File: src/rtl/ex_mem_pipe_if.sv
// ex_mem_pipe_if
// Bundle of the signals crossing the EX/MEM boundary.
//   master : the side that drives the EX results and pipeline controls
//            and observes the MEM-side fields (core / testbench).
//   slave  : the EX/MEM pipeline register itself.
// Control : stall_ex, stall_mem, flush
// EX side : ex_valid, ex_wd, ex_wreg, ex_wdata, ex_hi, ex_lo, ex_whilo,
//           ex_aluop, ex_mem_addr, ex_reg2, hilo_tmp_i, cnt_i
// MEM side: mem_valid, mem_wd, mem_wreg, mem_wdata, mem_hi, mem_lo,
//           mem_whilo, mem_aluop, mem_mem_addr, mem_reg2
// Feedback: hilo_tmp_o, cnt_o (to EX), bubble_cnt (performance)
interface ex_mem_pipe_if #(
    parameter int DATA_W  = 32,
    parameter int REG_AW  = 5,
    parameter int ALUOP_W = 8,
    parameter int CNT_W   = 2,
    parameter int PERF_W  = 16
) ();
    logic                  stall_ex;
    logic                  stall_mem;
    logic                  flush;

    logic                  ex_valid;
    logic [REG_AW-1:0]     ex_wd;
    logic                  ex_wreg;
    logic [DATA_W-1:0]     ex_wdata;
    logic [DATA_W-1:0]     ex_hi;
    logic [DATA_W-1:0]     ex_lo;
    logic                  ex_whilo;
    logic [ALUOP_W-1:0]    ex_aluop;
    logic [DATA_W-1:0]     ex_mem_addr;
    logic [DATA_W-1:0]     ex_reg2;
    logic [2*DATA_W-1:0]   hilo_tmp_i;
    logic [CNT_W-1:0]      cnt_i;

    logic                  mem_valid;
    logic [REG_AW-1:0]     mem_wd;
    logic                  mem_wreg;
    logic [DATA_W-1:0]     mem_wdata;
    logic [DATA_W-1:0]     mem_hi;
    logic [DATA_W-1:0]     mem_lo;
    logic                  mem_whilo;
    logic [ALUOP_W-1:0]    mem_aluop;
    logic [DATA_W-1:0]     mem_mem_addr;
    logic [DATA_W-1:0]     mem_reg2;
    logic [2*DATA_W-1:0]   hilo_tmp_o;
    logic [CNT_W-1:0]      cnt_o;
    logic [PERF_W-1:0]     bubble_cnt;

    modport master (
        output stall_ex, stall_mem, flush,
        output ex_valid, ex_wd, ex_wreg, ex_wdata, ex_hi, ex_lo, ex_whilo,
        output ex_aluop, ex_mem_addr, ex_reg2, hilo_tmp_i, cnt_i,
        input  mem_valid, mem_wd, mem_wreg, mem_wdata, mem_hi, mem_lo,
        input  mem_whilo, mem_aluop, mem_mem_addr, mem_reg2,
        input  hilo_tmp_o, cnt_o, bubble_cnt
    );

    modport slave (
        input  stall_ex, stall_mem, flush,
        input  ex_valid, ex_wd, ex_wreg, ex_wdata, ex_hi, ex_lo, ex_whilo,
        input  ex_aluop, ex_mem_addr, ex_reg2, hilo_tmp_i, cnt_i,
        output mem_valid, mem_wd, mem_wreg, mem_wdata, mem_hi, mem_lo,
        output mem_whilo, mem_aluop, mem_mem_addr, mem_reg2,
        output hilo_tmp_o, cnt_o, bubble_cnt
    );
endinterface

File: src/rtl/ex_mem_pipe.sv
// ex_mem_pipe
// EX/MEM pipeline register with stall, bubble insertion, flush, a valid
// bit, load/store side-band fields, carry-through of the multi-cycle
// multiply-accumulate state and a saturating bubble counter.
// Ports:
//   clk : rising-edge clock
//   rst : asynchronous active-low reset
//   bus : ex_mem_pipe_if.slave (controls, EX inputs, MEM outputs,
//         hilo_tmp/cnt feedback, bubble_cnt)
// Per-cycle priority: reset > flush > hold (stall_mem) > bubble
// (stall_ex) > advance. All outputs come straight from registers.
module ex_mem_pipe #(
    parameter int DATA_W  = 32,
    parameter int REG_AW  = 5,
    parameter int ALUOP_W = 8,
    parameter int CNT_W   = 2,
    parameter int PERF_W  = 16
) (
    input  logic          clk,
    input  logic          rst,
    ex_mem_pipe_if.slave  bus
);
    // MEM-side instruction fields travel together as one record so that
    // NOP loading and advancing stay in step.
    typedef struct packed {
        logic                valid;
        logic [REG_AW-1:0]   wd;
        logic                wreg;
        logic [DATA_W-1:0]   wdata;
        logic [DATA_W-1:0]   hi;
        logic [DATA_W-1:0]   lo;
        logic                whilo;
        logic [ALUOP_W-1:0]  aluop;
        logic [DATA_W-1:0]   mem_addr;
        logic [DATA_W-1:0]   reg2;
    } stage_t;

    localparam logic [PERF_W-1:0] BUB_MAX = '1;

    stage_t               stage_reg,    stage_next;
    logic [2*DATA_W-1:0]  hilo_tmp_reg, hilo_tmp_next;
    logic [CNT_W-1:0]     cnt_reg,      cnt_next;
    logic [PERF_W-1:0]    bubble_reg,   bubble_next;
    stage_t               ex_stage;

    always_comb begin
        ex_stage.valid    = bus.ex_valid;
        ex_stage.wd       = bus.ex_wd;
        ex_stage.wreg     = bus.ex_wreg;
        ex_stage.wdata    = bus.ex_wdata;
        ex_stage.hi       = bus.ex_hi;
        ex_stage.lo       = bus.ex_lo;
        ex_stage.whilo    = bus.ex_whilo;
        ex_stage.aluop    = bus.ex_aluop;
        ex_stage.mem_addr = bus.ex_mem_addr;
        ex_stage.reg2     = bus.ex_reg2;
    end

    always_comb begin
        stage_next    = stage_reg;
        hilo_tmp_next = hilo_tmp_reg;
        cnt_next      = cnt_reg;
        bubble_next   = bubble_reg;
        if (bus.flush) begin
            // Discard everything, including a partially computed
            // multi-cycle op; the perf counter is not a bubble.
            stage_next    = '0;
            hilo_tmp_next = '0;
            cnt_next      = '0;
        end else if (bus.stall_mem) begin
            // Hold: defaults already keep every register.
        end else if (bus.stall_ex) begin
            // Bubble: NOP downstream, but keep EX's iteration state so it
            // can continue the multi-cycle op next cycle.
            stage_next    = '0;
            hilo_tmp_next = bus.hilo_tmp_i;
            cnt_next      = bus.cnt_i;
            if (bubble_reg != BUB_MAX) begin
                bubble_next = bubble_reg + 1'b1;
            end
        end else begin
            // Advance: the multi-cycle op (if any) has completed.
            stage_next    = ex_stage;
            hilo_tmp_next = '0;
            cnt_next      = '0;
        end
    end

    always_ff @(posedge clk or negedge rst) begin
        if (!rst) begin
            stage_reg    <= '0;
            hilo_tmp_reg <= '0;
            cnt_reg      <= '0;
            bubble_reg   <= '0;
        end else begin
            stage_reg    <= stage_next;
            hilo_tmp_reg <= hilo_tmp_next;
            cnt_reg      <= cnt_next;
            bubble_reg   <= bubble_next;
        end
    end

    assign bus.mem_valid    = stage_reg.valid;
    assign bus.mem_wd       = stage_reg.wd;
    assign bus.mem_wreg     = stage_reg.wreg;
    assign bus.mem_wdata    = stage_reg.wdata;
    assign bus.mem_hi       = stage_reg.hi;
    assign bus.mem_lo       = stage_reg.lo;
    assign bus.mem_whilo    = stage_reg.whilo;
    assign bus.mem_aluop    = stage_reg.aluop;
    assign bus.mem_mem_addr = stage_reg.mem_addr;
    assign bus.mem_reg2     = stage_reg.reg2;
    assign bus.hilo_tmp_o   = hilo_tmp_reg;
    assign bus.cnt_o        = cnt_reg;
    assign bus.bubble_cnt   = bubble_reg;
endmodule

File: src/flat_wrapper.sv
// flat-port wrapper written by rule: the top's interface ports become plain ports
module ex_mem_pipe_flat 
#(
    parameter int DATA_W  = 32,
    parameter int REG_AW  = 5,
    parameter int ALUOP_W = 8,
    parameter int CNT_W   = 2,
    parameter int PERF_W  = 16
)
  (clk, rst, bus_stall_ex, bus_stall_mem, bus_flush, bus_ex_valid, bus_ex_wd, bus_ex_wreg, bus_ex_wdata, bus_ex_hi, bus_ex_lo, bus_ex_whilo, bus_ex_aluop, bus_ex_mem_addr, bus_ex_reg2, bus_hilo_tmp_i, bus_cnt_i, bus_mem_valid, bus_mem_wd, bus_mem_wreg, bus_mem_wdata, bus_mem_hi, bus_mem_lo, bus_mem_whilo, bus_mem_aluop, bus_mem_mem_addr, bus_mem_reg2, bus_hilo_tmp_o, bus_cnt_o, bus_bubble_cnt);
  ex_mem_pipe_if #(.DATA_W(DATA_W), .REG_AW(REG_AW), .ALUOP_W(ALUOP_W), .CNT_W(CNT_W), .PERF_W(PERF_W)) bus_i ();
  input  logic clk;
  input  logic rst;
  input wire logic [$bits(bus_i.stall_ex)-1:0] bus_stall_ex;
  input wire logic [$bits(bus_i.stall_mem)-1:0] bus_stall_mem;
  input wire logic [$bits(bus_i.flush)-1:0] bus_flush;
  input wire logic [$bits(bus_i.ex_valid)-1:0] bus_ex_valid;
  input wire logic [$bits(bus_i.ex_wd)-1:0] bus_ex_wd;
  input wire logic [$bits(bus_i.ex_wreg)-1:0] bus_ex_wreg;
  input wire logic [$bits(bus_i.ex_wdata)-1:0] bus_ex_wdata;
  input wire logic [$bits(bus_i.ex_hi)-1:0] bus_ex_hi;
  input wire logic [$bits(bus_i.ex_lo)-1:0] bus_ex_lo;
  input wire logic [$bits(bus_i.ex_whilo)-1:0] bus_ex_whilo;
  input wire logic [$bits(bus_i.ex_aluop)-1:0] bus_ex_aluop;
  input wire logic [$bits(bus_i.ex_mem_addr)-1:0] bus_ex_mem_addr;
  input wire logic [$bits(bus_i.ex_reg2)-1:0] bus_ex_reg2;
  input wire logic [$bits(bus_i.hilo_tmp_i)-1:0] bus_hilo_tmp_i;
  input wire logic [$bits(bus_i.cnt_i)-1:0] bus_cnt_i;
  output wire logic [$bits(bus_i.mem_valid)-1:0] bus_mem_valid;
  output wire logic [$bits(bus_i.mem_wd)-1:0] bus_mem_wd;
  output wire logic [$bits(bus_i.mem_wreg)-1:0] bus_mem_wreg;
  output wire logic [$bits(bus_i.mem_wdata)-1:0] bus_mem_wdata;
  output wire logic [$bits(bus_i.mem_hi)-1:0] bus_mem_hi;
  output wire logic [$bits(bus_i.mem_lo)-1:0] bus_mem_lo;
  output wire logic [$bits(bus_i.mem_whilo)-1:0] bus_mem_whilo;
  output wire logic [$bits(bus_i.mem_aluop)-1:0] bus_mem_aluop;
  output wire logic [$bits(bus_i.mem_mem_addr)-1:0] bus_mem_mem_addr;
  output wire logic [$bits(bus_i.mem_reg2)-1:0] bus_mem_reg2;
  output wire logic [$bits(bus_i.hilo_tmp_o)-1:0] bus_hilo_tmp_o;
  output wire logic [$bits(bus_i.cnt_o)-1:0] bus_cnt_o;
  output wire logic [$bits(bus_i.bubble_cnt)-1:0] bus_bubble_cnt;
  assign bus_i.stall_ex = bus_stall_ex;
  assign bus_i.stall_mem = bus_stall_mem;
  assign bus_i.flush = bus_flush;
  assign bus_i.ex_valid = bus_ex_valid;
  assign bus_i.ex_wd = bus_ex_wd;
  assign bus_i.ex_wreg = bus_ex_wreg;
  assign bus_i.ex_wdata = bus_ex_wdata;
  assign bus_i.ex_hi = bus_ex_hi;
  assign bus_i.ex_lo = bus_ex_lo;
  assign bus_i.ex_whilo = bus_ex_whilo;
  assign bus_i.ex_aluop = bus_ex_aluop;
  assign bus_i.ex_mem_addr = bus_ex_mem_addr;
  assign bus_i.ex_reg2 = bus_ex_reg2;
  assign bus_i.hilo_tmp_i = bus_hilo_tmp_i;
  assign bus_i.cnt_i = bus_cnt_i;
  assign bus_mem_valid = bus_i.mem_valid;
  assign bus_mem_wd = bus_i.mem_wd;
  assign bus_mem_wreg = bus_i.mem_wreg;
  assign bus_mem_wdata = bus_i.mem_wdata;
  assign bus_mem_hi = bus_i.mem_hi;
  assign bus_mem_lo = bus_i.mem_lo;
  assign bus_mem_whilo = bus_i.mem_whilo;
  assign bus_mem_aluop = bus_i.mem_aluop;
  assign bus_mem_mem_addr = bus_i.mem_mem_addr;
  assign bus_mem_reg2 = bus_i.mem_reg2;
  assign bus_hilo_tmp_o = bus_i.hilo_tmp_o;
  assign bus_cnt_o = bus_i.cnt_o;
  assign bus_bubble_cnt = bus_i.bubble_cnt;
  ex_mem_pipe #(.DATA_W(DATA_W), .REG_AW(REG_AW), .ALUOP_W(ALUOP_W), .CNT_W(CNT_W), .PERF_W(PERF_W)) u_core (.clk(clk), .rst(rst), .bus(bus_i));
endmodule
File: config.mk
export PLATFORM = sky130hd
export DESIGN_NAME = ex_mem_pipe_flat
export DESIGN_NICKNAME = d
export VERILOG_FILES = /design/src/rtl/ex_mem_pipe_if.sv /design/src/rtl/ex_mem_pipe.sv /design/src/flat_wrapper.sv
export SDC_FILE = /design/constraint.sdc
export NUM_CORES = 1
export LEC_CHECK = 0
export BUFFER_PORTS_ARGS = -buffer_cell sky130_fd_sc_hd__buf_2
export CAP_MARGIN = 20
export CORE_AREA = 2 2 195 197
export DETAILED_ROUTE_END_ITERATION = 16
export DIE_AREA = 0 0 197 199
export PLACE_DENSITY = 0.58
export SYNTH_ARGS = -nofsm -noshare
export SYNTH_HDL_FRONTEND = slang
export SYNTH_SLANG_ARGS = --single-unit
File: constraint.sdc
create_clock -name clk -period 1.65 [get_ports clk]
set_clock_uncertainty 0.1 [all_clocks]
set_input_delay 0.33 -clock clk [delete_from_list [all_inputs] [get_ports clk]]
set_output_delay 0.33 -clock clk [all_outputs]
set_load 0.05 [all_outputs]
Word-level counts from Yosys, hierarchy flattened
Cells that the tools add are included.
{"block": "totals", "register_bits": 258, "latchBits": 0, "ram_bits": 0, "romBits": 0, "input_bits": 247, "output_inout_bits": 258, "wordCells": 28, "memories": 0}
{"block": "classes", "add_sub_neg": 1, "mul": 0, "div": 0, "n_lt_le_gt_ge": 0, "n_eq_ne": 2, "shift": 0, "n_mux": 9, "n_bitwise": 2, "n_reduce_logical": 1}
{"op": "2-to-1 mux 176 bit", "n": 3}
{"op": "2-to-1 mux 64 bit", "n": 3}
{"op": "adder 16 x 1 -> 16 bit (second input constant)", "n": 1}
{"op": "!= test 16 bit (second input constant)", "n": 1}
{"op": "2-to-1 mux 2 bit", "n": 3}
{"op": "AND reduction 4 bit", "n": 1}
{"op": "!= test 2 x 1 -> 1 bit (second input constant)", "n": 1}
{"op": "NOT 1 bit", "n": 2}

Longest topological paths before layout
Gate-level depths: netlist of run 1.
{"block": "depth", "word_depth": 3, "depth_mapped": 5, "ltp_nobuf": 5}

Least setup slack after synthesis of run 1
OpenSTA, ideal clock, no wires.
{"block": "synth_timing", "path_type": "register to register", "start": "register u_core.bubble_reg[0] (netlist: u_core.bus.bubble_cnt[0])", "end": "register u_core.bubble_reg[1] (netlist: u_core.bus.bubble_cnt[1])", "arrival_ns": 1.775, "required_ns": 1.425, "slack_ns": -0.349, "path_stages_with_launch": 6, "n_path_buf": 0, "period_less_slack_ns": 1.999, "cell_sequence": "dfrtp_1 ha_1 and3_1 nand2_1 o21a_1 mux2_2"}
{"block": "synth_between", "elab_chain_cells": 2, "word_cells_on_any_way": 3}
{"element": "start: declaration", "line": "ex_mem_pipe.sv:43", "text": "logic [PERF_W-1:0] bubble_reg, bubble_next;"}
{"element": "start signal: assignment", "line": "ex_mem_pipe.sv:99", "text": "bubble_reg <= bubble_next;"}
{"element": "parallel branches: the longest is 2 deep, another holds adder 16 x 1 -> 16 bit"}
Parallel ways; which one is timed is not known.
A chain may end at the register's enable or synchronous reset.

Worst setup path in the final report of run 1
{"block": "layout_timing", "start": "register u_core.bubble_reg[6] (netlist: u_core.bus.bubble_cnt[6])", "end": "output port bus_bubble_cnt[6]"}
{"element": "end: declaration", "line": "flat_wrapper.sv:41", "text": "output wire logic [$bits(bus_i.bubble_cnt)-1:0] bus_bubble_cnt;"}
No word-level cell between the ends.

==> summary.md, run 1 <==
| Metric | Value |
|---|---|
| Slew of the pin with the lowest slew margin | 455 ps |
| Die Width | 197 um |
| Seq cells post-synth | 258 |
| Via-per-instance ratio | 4.59 |
| Critical Path End Type | primary output |
| Initial antenna violation count | 0 |
| Share of layout cells above drive strength 1 | 0.455 |
| HPWL after detailed placement | 21800 um |
| Reg2reg path depth | 4 |
| DP Worst Slack | -152 ps |
| R2r startpoint | u_core.bus.bubble_cnt[2] |
| CTS tree | done |
| WL final | 33100 um |
| Mux cell area share after synthesis | 0.00365 |
| Fmax | 611 MHz |
| Final WS setup | 13.3 ps |
| First-pass DRT Iterations | 6 |
| DR iter-0 viols | 396 |
| Max-Cap Viols | 0 |
| Leak | 8.72 nW |
| Post-synth EDFFs | 0 |
| Slew HR | 0.697 |
| Post-synth cell types | 31 |
| Average wire per standard cell | 17.4 um |
| Fin crit period | 1640 ps |
| Vias | 8715 |
| Min-Delay Path Class | in2reg |
| CTS root buffer | clkbuf_16 |
| Number of global-route vias before repair | 9135 |
| Hold Path Cell Cnt | 5 |
| Post-Synthesis Cells | 613 |
| Critical path class | reg2out |
| Period utilization | 0.992 |
| Clock sink count | 258 |
| GP Congestion | 0.761 |
| # IOs | 505 |
| CTS Buf Count | 28 |
| Status | completed |
| Min-delay src | bus_stall_mem |
| WP data required | 1220 ps |
| Post-synthesis sequential area ratio | 0.698 |
| Antenna diodes | 0 |
| Power, Total | 16.1 mW |
| Pin count of the biggest net entering global routing | 50 |
| Remaining global-route overflow | 0 |
| Hold Fails Final Rpt | 0 |
| Crit path max fanout | 2 |
| Die area | 0.0392 mm^2 |
| Latest clock arrival within the worst-skew pair | 540 ps |
| DR DRC count | 0 |
| Ys async rst share | 1.00 |
| Post-Synth XOR/XNOR Area | 0.0104 |
| Post-synthesis cell area | 0.00925 mm^2 |
| Height of the chip | 199 um |
| Fin Setup TNS | 0 ps |
| CORE AREA | 0.0371 mm^2 |
| Initial core utilization | 0.249 |
| WP data arrival | 1210 ps |
| Slew Limit Fails | 0 |
| H-tree Lvls | 1 |
| Simple logic cell fraction of the synthesized area | 0.0248 |
| R2R setup slack | 50 ps |
| CP Launch Type | flip-flop |
| Largest family of logic cells by synthesized area | compound AO/OA/AOI/OAI gates |
| Final #Nets | 1655 |
| Area growth, synth to finish | 80.1% |
| Worst setup path start | u_core.bus.bubble_cnt[6] |
| CP endpoint | bus_bubble_cnt[6] |
| Gr usage total | 0.159 |
| Row Count | 71 |
| Worst-path clk slew | 60 ps |
| Final setup viols | 0 |
| Unrepaired setup endpoints after global routing | true |
| Syn_area_per_cell | 15.1 um^2 |
| Post-route ant nets | 0 |
| Ys flop type | dfrtp_1 |
| VDD IR-drop max | 0.681 mV |
| Global-route wire length before repair | 49800 um |
| Worst-case clock buffer depth | 3 |
| Reg2reg end | u_core.bus.bubble_cnt[13] |
| Pwr dens | 967 mW/mm^2 |
| Port-buffer cells | 504 |
| Syn. warnings | 0 |
| Compound-Gate Fraction of Synth Area | 0.235 |
| Post-synth net total | 861 |
| Adder-Cell Fraction of Synth Area | 0.00135 |
-- flip-flops by register name, indices dropped and copies added (netlist names) --
signal,count
u_core.bus.bubble_cnt,16
u_core.bus.cnt_o,2
u_core.bus.hilo_tmp_o,64
u_core.bus.mem_aluop,8
u_core.bus.mem_hi,32
u_core.bus.mem_lo,32
u_core.bus.mem_mem_addr,32
u_core.bus.mem_reg2,32
u_core.bus.mem_valid,1
u_core.bus.mem_wd,5
u_core.bus.mem_wdata,32
u_core.bus.mem_whilo,1
u_core.bus.mem_wreg,1
-- through the flow --
step / instances / hold slack (ps) / utilization / area, um^2
after floorplan: 613 / -65.6 / - / 9300
after global placement: 1606 / 194 / 0.349 / 12900
after detailed placement: 1606 / 190 / 0.349 / 12900
after CTS: 1896 / 153 / 0.443 / 16400
after global routing: 1899 / 188 / 0.449 / 16700
final: 1899 / 200 / 0.449 / 16700
-- metal layers --
layer	vias to the layer above	track usage	wire [um]
li1	3958	-	-
met5	-	0	0
met2	366	0.278	16900
met1	4320	0.190	13200
met4	0	0.0682	1020
met3	71	0.0303	1970
-- synthesized netlist by cell type, types with 2 or more instances --
cell,number,share of area
a21oi_1,2,0.0011
a22o_1,242,0.23
a31oi_1,2,0.0014
and2_1,3,0.0020
and3_1,3,0.0020
buf_2,35,0.019
clkbuf_1,17,0.0069
dfrtp_1,258,0.70
mux2_2,2,0.0024
nand2_1,6,0.0024
nand3_1,4,0.0022
nand4_1,7,0.0047
nor2_1,2,0.00081
nor3_1,3,0.0016
o21ai_0,2,0.0011
xnor2_1,10,0.0095
-- cell usage in the layout (no fill, tap or decap), drive strengths merged --
cell and count:
xor2 1, o211ai 1, o21a 1, o21ai 2, nor3 4, and2 3
bufinv 1, nand3 4, nand2 6, a22o 242, o2111ai 1, a31oi 2
nor3b 1, a21oi 2, or3b 1, dlygate4sd3 243, mux2 3, xnor2 10
nand4 8, nor2 2, ha 1, nor2b 1, nor4 1, and4 1
inv 1, buf 515, clkinv 5, clkbuf 100, and3 3, clkinvlp 1
dfrtp 258
-- critical path, cell delays in order (launching register included) --
cell and delay, ps:
dfrtp_2 400, buf_6 120, buf_8 140
-- what timing repair did --
item                                   in CTS  in global routing
pin swaps                                   0                  3
setup buffers                               2                  3
setup endpoints to repair                  40                 80
gates resized for setup                    59                 72
hold buffers                              243                  0
endpoints found under the hold margin     424                  0
-- worst min path at each step --
stage                                 to
5_1_grt        u_core.bus.bubble_cnt[10]
4_1_cts        u_core.bus.bubble_cnt[10]
2_1_floorplan   u_core.bus.bubble_cnt[0]
6_report       u_core.bus.bubble_cnt[10]
3_3_place_gp   u_core.bus.hilo_tmp_o[50]
3_5_place_dp   u_core.bus.hilo_tmp_o[50]
-- cell families after synthesis --
kind of cell               count (synthesis)
adders and majority gates                  1
and+or+nand+nor                           35
xor gates and xnor gates                  11
AOI/OAI and AO/OA                        251
muxes                                      3
DFF                                      258
buffers and inverters                     54
-- cell type report --
class	count	area, um^2
multi-input combinational	301	2630
clock buffer	41	831
fill	3265	20500
inverter	1	3.75
clock inverter	7	62.6
sequential	258	6480
tap	474	593
timing repair buffer	817	6070
-- report_power, final --
part	leakage [nW]	switching, mW	internal (mW)
registers	3.49	0.252	6.62
logic	4.79	1.86	1.30
clock network	0.441	2.46	3.61
total	8.72	4.57	11.5
(Power assumes the default switching activity.)
==> run 2: changes to the inputs <==
--- a/config.mk
+++ b/config.mk
@@ -7,10 +7,12 @@
 export LEC_CHECK = 0
 export BUFFER_PORTS_ARGS = -buffer_cell sky130_fd_sc_hd__buf_2
 export CAP_MARGIN = 20
+export CELL_PAD_IN_SITES_DETAIL_PLACEMENT = 0
+export CELL_PAD_IN_SITES_GLOBAL_PLACEMENT = 1
 export CORE_AREA = 2 2 195 197
 export DETAILED_ROUTE_END_ITERATION = 16
 export DIE_AREA = 0 0 197 199
-export PLACE_DENSITY = 0.58
+export PLACE_DENSITY = 0.7
 export SYNTH_ARGS = -nofsm -noshare
 export SYNTH_HDL_FRONTEND = slang
 export SYNTH_SLANG_ARGS = --single-unit
==> constraint.sdc (replaced) <==
create_clock -name clk -period 1.4 [get_ports clk]
set_clock_uncertainty 0.1 [all_clocks]
set_input_delay 0.28 -clock clk [delete_from_list [all_inputs] [get_ports clk]]
set_output_delay 0.28 -clock clk [all_outputs]
set_load 0.05 [all_outputs]
==> run 2 against run 1 <==
Effect of this change:
- the run now ends with setup timing left
- cell area increased by 20%
- sequential power increased by 18%
- die area unchanged
- core utilization increased by 9.1 points
- global-route usage increased by 2.2 points
- final cell count increased by 12%
- non-clock buffer count increased by 223
- count of clock-buffer cells in the layout decreased by 1
- largest cell class is now non-clock buffers
==> summary.md, run 2 (same netlist as run 1, synthesis figures left out) <==
| Metric | Value |
|---|---|
| WP data arrival | 1370 ps |
| Critical-path cell list | buf_6, buf_6, buf_8 |
| Dpl cells | 1647 |
| Largest stage delay on the critical path | 430 ps |
| Crit-path most repeated cell | buf_6 |
| Fmax | 572 MHz |
| Height of the chip | 199 um |
| Via-per-instance ratio | 4.64 |
| Period utilization | 1.25 |
| CTS Buf Count | 29 |
| Pin count of the biggest net entering global routing | 68 |
| Gr usage total | 0.180 |
| CP Launch Type | flip-flop |
| Unrepaired setup endpoints after global routing | true |
| Initial core utilization | 0.249 |
| Final #Nets | 1879 |
| Hold Fails Final Rpt | 0 |
| Reg2reg path depth | 5 |
| VDD IR-drop max | 0.879 mV |
| Worst-path clk slew | 60 ps |
| Final setup viols | 274 |
| Share of layout cells above drive strength 1 | 0.538 |
| Post-route ant nets | 0 |
| Pwr dens | 1040 mW/mm^2 |
| # IOs | 505 |
| Global-route wire length before repair | 56000 um |
| Vias | 9870 |
| DR iter-0 viols | 450 |
| Failing checks | setup timing |
| Critical path class | reg2out |
| GP Congestion | 0.772 |
| Row Count | 71 |
| WP data required | 1020 ps |
| Slew Limit Fails | 0 |
| Initial antenna violation count | 1 |
| Final Non-Filler Cells | 2126 |
| DR DRC count | 0 |
| First-pass DRT Iterations | 5 |
| CTS root buffer | clkbuf_16 |
| Hold_ws | 55.5 ps |
| Max FFs per register | 64 |
| CTS tree | done |
| Die Width | 197 um |
| Die area | 0.0392 mm^2 |
| Crit path max fanout | 3 |
| Slew of the pin with the lowest slew margin | 434 ps |
| Average wire per standard cell | 18.7 um |
| WL final | 39700 um |
| Min-Delay Path Class | in2async |
| Leak | 10.3 nW |
| Clock sink count | 258 |
| Fin crit period | 1750 ps |
| Final WS setup | -349 ps |
| Leading cell type in the layout, fill and taps excluded | buf_6 |
| Critical Path End Type | primary output |
| Number of global-route vias before repair | 10253 |
| Remaining global-route overflow | 0 |
| Port-buffer cells | 504 |
| Status | finished, violations left |
| DP Worst Slack | -420 ps |
| Max-Cap Viols | 0 |
| Slew HR | 0.709 |
| Worst-case clock buffer depth | 3 |
| Commonest non-fill, non-tap cells in the layout | buf_6 (278), buf_2 (245), dlygate4sd3_1 (243) |
| Slowest CP cell | dfrtp_2 |
| CORE AREA | 0.0371 mm^2 |
| HPWL after detailed placement | 23700 um |
| Area growth, synth to finish | 117% |
| H-tree Lvls | 1 |
| Latest clock arrival within the worst-skew pair | 550 ps |
| FILL cells | 2867 |
[run 2: path summary, 6_finish.rpt]
path                                        startpoint                           to  slack (ps)
hold reg to reg            u_core.bus.mem_mem_addr[13]  u_core.bus.mem_mem_addr[13]         430
setup reg to reg              u_core.bus.bubble_cnt[1]    u_core.bus.bubble_cnt[13]        -260
hold / removal                                     rst    u_core.bus.hilo_tmp_o[52]          60
setup / recovery              u_core.bus.bubble_cnt[7]            bus_bubble_cnt[7]        -350
min in group clk                             bus_flush    u_core.bus.bubble_cnt[10]         180
max in group asynchronous                          rst    u_core.bus.hilo_tmp_o[33]         490
[run 2: metrics by stage]
stage	utilization	area (um^2)	total power, mW	TNS [ps]
final	0.540	20000	20.9	-28440
after global routing	0.540	20000	21.6	-37790
after CTS	0.520	19300	20.8	-33150
after detailed placement	0.358	13300	11.4	-70990
after global placement	0.358	13300	11.4	-64340
after floorplan	-	9310	9.89	-2700
[run 2: layout make-up]
type	count	area, um^2	share of cell area
Timing Repair Buffer	1040	9270	0.463
Sequential cell	258	6480	0.323
Multi-Input combinational cell	301	2720	0.136
Clock buffer	40	827	0.0413
Tap cell	474	593	0.0296
Clock inverter	11	143	0.00712
Inverter	1	3.75	0.000187
Antenna cell	1	2.50	0.000125
[run 2: worst max-delay path, delay by kind of cell, from the launching register on]
| kind | cells | cell delay, ps |
|---|---|---|
| buffers and inverters | 3 | 380 |
| DFF | 1 | 430 |
[run 2: timing repair]
action | in CTS | in global routing
gates resized for setup | 590 | 15
setup endpoints to repair | 273 | 274
hold buffers | 243 | 0
pin swaps | 22 | 10
setup buffers | 95 | 91
endpoints found under the hold margin | 500 | 0
[run 2: report_power, final]
part / internal [mW] / leakage [nW] / switching (mW)
registers: 7.80 / 3.49 / 0.291
clock network: 4.67 / 0.479 / 3.11
logic: 2.52 / 6.33 / 2.53
[run 2: per-layer routing]
| metal | GRT usage | share of wire | vias to the layer above |
|---|---|---|---|
| li1 | - | - | 4419 |
| met1 | 0.205 | 0.37 | 4891 |
| met2 | 0.324 | 0.53 | 445 |
| met3 | 0.0370 | 0.061 | 115 |
| met4 | 0.0844 | 0.044 | 0 |
| met5 | 0 | 0 | - |
